`src/rtl/adder_pkg.sv`:
```
`default_nettype none
// ---------------------------------------------------------------------------
// Module : adder_pkg
// Brief  : Shared processor constants and helpers for the branch-target adder
// Rev    : 1.0  initial release
// ---------------------------------------------------------------------------
package adder_pkg;

  // Default datapath width of the processor
  localparam int ADDER_WIDTH = 32;

  // Width of one carry-lookahead block
  localparam int CLA_W = 4;

  // Signed overflow: operands agree in sign but the result does not
  function automatic logic signed_ovf(input logic a_msb,
                                      input logic b_msb,
                                      input logic s_msb);
    return (a_msb == b_msb) && (s_msb != a_msb);
  endfunction

endpackage
`default_nettype wire

```
`src/rtl/adder_cla4.sv`:
```
`default_nettype none
// ---------------------------------------------------------------------------
// Module : cla4
// Brief  : 4-bit carry-lookahead block exporting group propagate/generate
// Rev    : 1.0  initial release
// ---------------------------------------------------------------------------
module cla4
  import adder_pkg::*;
(
  input  logic [CLA_W-1:0] a,
  input  logic [CLA_W-1:0] b,
  input  logic             cin,
  output logic [CLA_W-1:0] s,
  output logic             gp,
  output logic             gg
);

  logic [CLA_W-1:0] p;
  logic [CLA_W-1:0] g;
  logic [CLA_W-1:0] c;

  // Bit propagate/generate, flat lookahead carries and group terms
  always_comb begin
    p    = a ^ b;
    g    = a & b;
    c[0] = cin;
    c[1] = g[0] | (p[0] & cin);
    c[2] = g[1] | (p[1] & g[0]) | (p[1] & p[0] & cin);
    c[3] = g[2] | (p[2] & g[1]) | (p[2] & p[1] & g[0]) | (p[2] & p[1] & p[0] & cin);
    s    = p ^ c;
    gp   = &p;
    gg   = g[3] | (p[3] & g[2]) | (p[3] & p[2] & g[1]) | (p[3] & p[2] & p[1] & g[0]);
  end

endmodule
`default_nettype wire

```
`src/rtl/adder.sv`:
```
`default_nettype none
// ---------------------------------------------------------------------------
// Module : adder
// Brief  : Branch-target adder PC_2 + B with a registered result stage
//          (target, carry, signed overflow, valid). WIDTH must be a
//          multiple of the 4-bit lookahead block width.
// Rev    : 1.0  initial release
// ---------------------------------------------------------------------------
module adder
  import adder_pkg::*;
#(
  parameter int WIDTH = ADDER_WIDTH
) (
  input  logic             clk,
  input  logic             rst_n,
  input  logic [WIDTH-1:0] PC_2,
  input  logic [WIDTH-1:0] B,
  input  logic             en,
  output logic [WIDTH-1:0] BrA,
  output logic [WIDTH-1:0] BrA_q,
  output logic             C_q,
  output logic             V_q,
  output logic             valid_q
);

  localparam int NB = WIDTH / CLA_W;

  logic [NB:0]    carry;
  logic [NB-1:0]  blk_p;
  logic [NB-1:0]  blk_g;
  logic [WIDTH-1:0] sum;
  logic           carry_out;
  logic           ovf;
  logic           acc;
  logic           prop;

  // One lookahead block per 4-bit slice
  for (genvar i = 0; i < NB; i++) begin : g_cla
    cla4 u_cla4 (
      .a   (PC_2[CLA_W*i +: CLA_W]),
      .b   (B[CLA_W*i +: CLA_W]),
      .cin (carry[i]),
      .s   (sum[CLA_W*i +: CLA_W]),
      .gp  (blk_p[i]),
      .gg  (blk_g[i])
    );
  end

  // Second-level lookahead: each block carry-in is a flat sum of products
  // of the group generate/propagate terms below it (overall carry-in is 0)
  always_comb begin
    carry = '0;
    acc   = 1'b0;
    prop  = 1'b1;
    for (int i = 0; i < NB; i++) begin
      acc  = 1'b0;
      prop = 1'b1;
      for (int j = i; j >= 0; j--) begin
        acc  = acc | (prop & blk_g[j]);
        prop = prop & blk_p[j];
      end
      carry[i+1] = acc;
    end
  end

  // Combinational outputs of the adder core
  always_comb begin
    BrA       = sum;
    carry_out = carry[NB];
    ovf       = signed_ovf(PC_2[WIDTH-1], B[WIDTH-1], sum[WIDTH-1]);
  end

  // Registered stage: load on en, hold otherwise; valid tracks en
  always_ff @(posedge clk or negedge rst_n) begin
    if (!rst_n) begin
      BrA_q   <= '0;
      C_q     <= 1'b0;
      V_q     <= 1'b0;
      valid_q <= 1'b0;
    end else begin
      valid_q <= en;
      if (en) begin
        BrA_q <= BrA;
        C_q   <= carry_out;
        V_q   <= ovf;
      end
    end
  end

endmodule
`default_nettype wire

```
`config.mk`:
```
export PLATFORM = sky130hd
export DESIGN_NAME = adder
export DESIGN_NICKNAME = d
export VERILOG_FILES = /design/src/rtl/adder_pkg.sv /design/src/rtl/adder_cla4.sv /design/src/rtl/adder.sv
export SDC_FILE = /design/constraint.sdc
export NUM_CORES = 1
export LEC_CHECK = 0
export CORE_ASPECT_RATIO = 1.5
export CORE_MARGIN = 1.5
export CORE_UTILIZATION = 25
export DETAILED_ROUTE_END_ITERATION = 10
export PLACE_DENSITY_LB_ADDON = 0.3
export REMOVE_ABC_BUFFERS = 1
export SYNTH_ARGS = -nofsm -noshare
export SYNTH_HDL_FRONTEND = slang
export SYNTH_SLANG_ARGS = --single-unit
```
`constraint.sdc`:
```
create_clock -name clk -period 8.1 [get_ports clk]
set_input_delay 1.62 -clock clk [delete_from_list [all_inputs] [get_ports clk]]
set_output_delay 1.62 -clock clk [all_outputs]
set_load 0.05 [all_outputs]
```
==> results.sh <==
export IMPL_cts_tree="done"
export IMPL_p_per_area_nw_per_um2=240
export IMPL_die_w_um=87.0
export IMPL_startpoint_type="input pin"
export IMPL_grt_use_total_pct=14.1
export IMPL_rsz0062_at_grt="false"
export IMPL_vias=2441
export IMPL_finalClockSkew_ns=0
export IMPL_viasPerCell=4.55
export IMPL_setup_ws_ns=1.26
export IMPL_end_kind="output port"
export IMPL_routed_wl_mm=7.66
export IMPL_setup_tns_ns=0
export IMPL_slew_headroom_pct=42.8
export IMPL_cellLeakagePower_nw=1.83
export IMPL_slowest_stage="clkdlybuf4s50_1"
export IMPL_cp_max_fo=3
export IMPL_cts_setup_buffers=0
export IMPL_core_sq_um=10200
export IMPL_cts_root_buf="clkbuf_16"
export IMPL_crit_top_cell="clkdlybuf4s50_1"
export IMPL_netlist_instances=258
export IMPL_drtPass1Iterations=4
export IMPL_io_buffer_count=133
export IMPL_worstPathCellList="clkdlybuf4s50_1 > ha_1 > a211oi_2 > o21bai_1 > and3_1 > o311a_4 > a21bo_1 > nand3_1 > nand2_1 > fa_1 > xor2_1 > clkdlybuf4s50_1"
export IMPL_yosys_most_used_dff="dfrtp_1"
export IMPL_dieArea_sq_um=11200
export IMPL_setup_viol=0
export IMPL_clockBufferDepth=2
export IMPL_grt_pass1_vias=2570
export IMPL_drive_gt1_share_pct=9.37
export IMPL_drtIter0Drc=37
export IMPL_critPathLaunch="B[1]"
export IMPL_ys_seq_area_share_pct=33.1
export IMPL_ir_drop_mv=0.0851
export IMPL_fin_util_pct=42.0
export IMPL_fmax_mhz=146
export IMPL_cts_resized=0
export IMPL_drtAntennaViolNets=0
export IMPL_finalHoldViolations=0
export IMPL_num_rows=45
export IMPL_io_pins=134
export IMPL_initial_utilization_pct=26.0
export IMPL_drc=0
export IMPL_r2r_end="BrA_q[27]"
export IMPL_area_delta_synth_final_pct=61.5
export IMPL_synth_top_family_by_area="adder cells"
export IMPL_wire_per_inst_um=14.3
export IMPL_outcome="complete, no violations"
export IMPL_clock_sinks=35
export IMPL_holdBufCountCts=0
export IMPL_final_nets=501
export IMPL_required_ns=6.48
export IMPL_synth_fa_ha_area_share_pct=21.2
export IMPL_tightest_slew_ns=0.858
export IMPL_avgSynthCellArea_sq_um=10.3
export IMPL_synth_compound_area_share_pct=17.4
export IMPL_design_area_sq_um=4280
export IMPL_synth_edf_count=0
export IMPL_numCtsBuffers=5
export IMPL_synth_cell_types=42
export IMPL_htreeDepth=2
export IMPL_period_minus_slack_ns=6.84
export IMPL_worstSetupPathType="input pin to output port"
export IMPL_place_congestion=0.795
export IMPL_rr_worst_depth=2
export IMPL_rr_startpoint="BrA_q[27]"
export IMPL_dpl_instance_area_sq_um=4130
export IMPL_finalCritPeriodShare_pct=84.5
export IMPL_gr_total_overflow=0
export IMPL_hold_path_class="flip-flop to flip-flop"
export IMPL_grt_max_degree=36
export IMPL_grt_pass1_wl_mm=12.3
export IMPL_worst_endpoint_arrival_ns=5.22
export IMPL_r2r_slack_ns=7.25
export IMPL_yosysWarnings=0
export IMPL_drv_slew=0
export IMPL_async_flop_share_pct=100
export IMPL_synthMuxAreaShare_pct=8.93
export IMPL_synth_xor_area_share_pct=6.28
export IMPL_die_h_um=129
export IMPL_antenna_found_initial=0
export IMPL_maxCapViolations=0
export IMPL_dpl_hpwl_mm=6.10
export IMPL_clk_pin_slew_worst_paths_ns=0.06
export IMPL_cp_endpoint="BrA[29]"
export IMPL_clk_latency_ns=0.28
export IMPL_syn_area_sq_um=2650
export IMPL_max_stage_delay_ns=0.83
export IMPL_ys_ff_latch=35
export IMPL_synthSimpleGateAreaFrac_pct=11.2
export IMPL_fillCellCount=982
export IMPL_dpl_worst_slack_ns=1.23
export IMPL_diodes=0
==> synthesized netlist by cell type, drive strengths merged, types with 2 or more instances <==
master,n,area (sq um)
clkbuf,2,7.51
and3,5,31.3
o21ai,6,30.0
a21oi,16,80.1
buf,2,7.51
or2,2,12.5
a21boi,2,15.0
nand4,3,18.8
fa,8,160
nand3,4,20.0
o21a,7,52.6
xnor2,8,70.1
nor2,31,116
dfrtp,35,876
o31ai,4,30.0
a21o,9,67.6
inv,9,33.8
ha,32,400
nor3,6,30.0
xor2,11,96.3
o21bai,4,41.3
mux2,21,236
a31oi,4,25.0
nand2,11,41.3
==> cells in the final DEF, fill, tap and decap left out, types with 2 or more instances in the layout <==
| master | count |
|---|---|
| inv_1 | 9 |
| or2_2 | 2 |
| clkdlybuf4s50_1 | 131 |
| o21ai_0 | 5 |
| nand4_1 | 3 |
| clkinvlp_4 | 2 |
| nand2_1 | 11 |
| nand3_1 | 4 |
| xor2_1 | 11 |
| o21bai_1 | 3 |
| xnor2_1 | 8 |
| nor2_1 | 31 |
| a21boi_0 | 2 |
| clkbuf_16 | 5 |
| ha_1 | 32 |
| a31oi_1 | 4 |
| fa_1 | 8 |
| mux2_2 | 21 |
| o31ai_1 | 4 |
| a21oi_1 | 16 |
| a21o_1 | 9 |
| buf_2 | 2 |
| o21a_1 | 7 |
| and3_1 | 5 |
| dfrtp_1 | 35 |
| nor3_1 | 6 |
==> registers in the layout (all words and copies together) (netlist names) <==
register,cells
C_q,1
valid_q,1
BrA_q,32
V_q,1
==> cells by family (layout without fill, tap and decap cells) <==
kind of cell | count (synthesis) | after routing
AND/OR/NAND/NOR | 66 | 66
AO/OA/AOI/OAI | 63 | 63
adder cells (fa/ha/maj) | 40 | 40
flip-flops | 35 | 35
multiplexers | 21 | 21
XOR/XNOR | 19 | 19
buffers and inverters | 14 | 151
==> worst max-delay path, delay by kind of cell <==
kind / cells / cell delay, ns
AO/OA/AOI/OAI: 4 / 1.01
XOR/XNOR: 1 / 0.21
adder cells (fa/ha/maj): 2 / 0.72
buffers and inverters: 2 / 1.26
AND/OR/NAND/NOR: 3 / 0.40
==> power breakdown <==
| part | switching, mW | total, mW | leakage (nW) | internal, mW |
|---|---|---|---|---|
| clock | 0.0784 | 0.192 | 0.0658 | 0.113 |
| sequential | 0.0196 | 0.233 | 0.407 | 0.213 |
| combinational | 0.382 | 0.602 | 1.35 | 0.220 |
| total | 0.480 | 1.03 | 1.83 | 0.547 |
==> how the worst min path moves through the flow <==
stage | from | endpoint | slack, ns | cells past startpoint
CTS | BrA_q[15] | BrA_q[15] | 0.49 | 2
floorplan | BrA_q[13] | BrA_q[13] | 0.78 | 2
finish | BrA_q[15] | BrA_q[15] | 0.49 | 2
global placement | BrA_q[15] | BrA_q[15] | 0.47 | 2
global route | BrA_q[15] | BrA_q[15] | 0.52 | 2
detailed placement | BrA_q[23] | BrA_q[23] | 0.48 | 2
==> layer usage <==
layer	track usage, %	up-vias	wire length (um)
met1	16.4	1149	3080
li1	-	1205	-
met5	0	-	0
met2	25.9	81	4090
met4	4.46	0	92
met3	2.36	6	393
==> metrics by stage <==
| stage | power [mW] | hold slack, ns | instances |
|---|---|---|---|
| 5_1_grt | 1.08 | 0.517 | 536 |
| 6_report | 1.03 | 0.490 | 536 |
| 3_3_place_gp | 0.837 | 0.467 | 528 |
| 2_1_floorplan | 0.629 | 0.776 | 254 |
| 3_5_place_dp | 0.842 | 0.477 | 528 |
| 4_1_cts | 1.04 | 0.492 | 536 |
==> area by class of cell <==
type	count	area, sq um	share of cell area, %
sequential	35	876	20.5
timing repair buffer	133	1320	30.9
multi-input combinational	209	1720	40.2
inverter	10	37.5	0.878
clock buffer	5	125	2.93
tap	141	176	4.13
clock inverter	3	20.0	0.468
(Power assumes the default switching activity.)
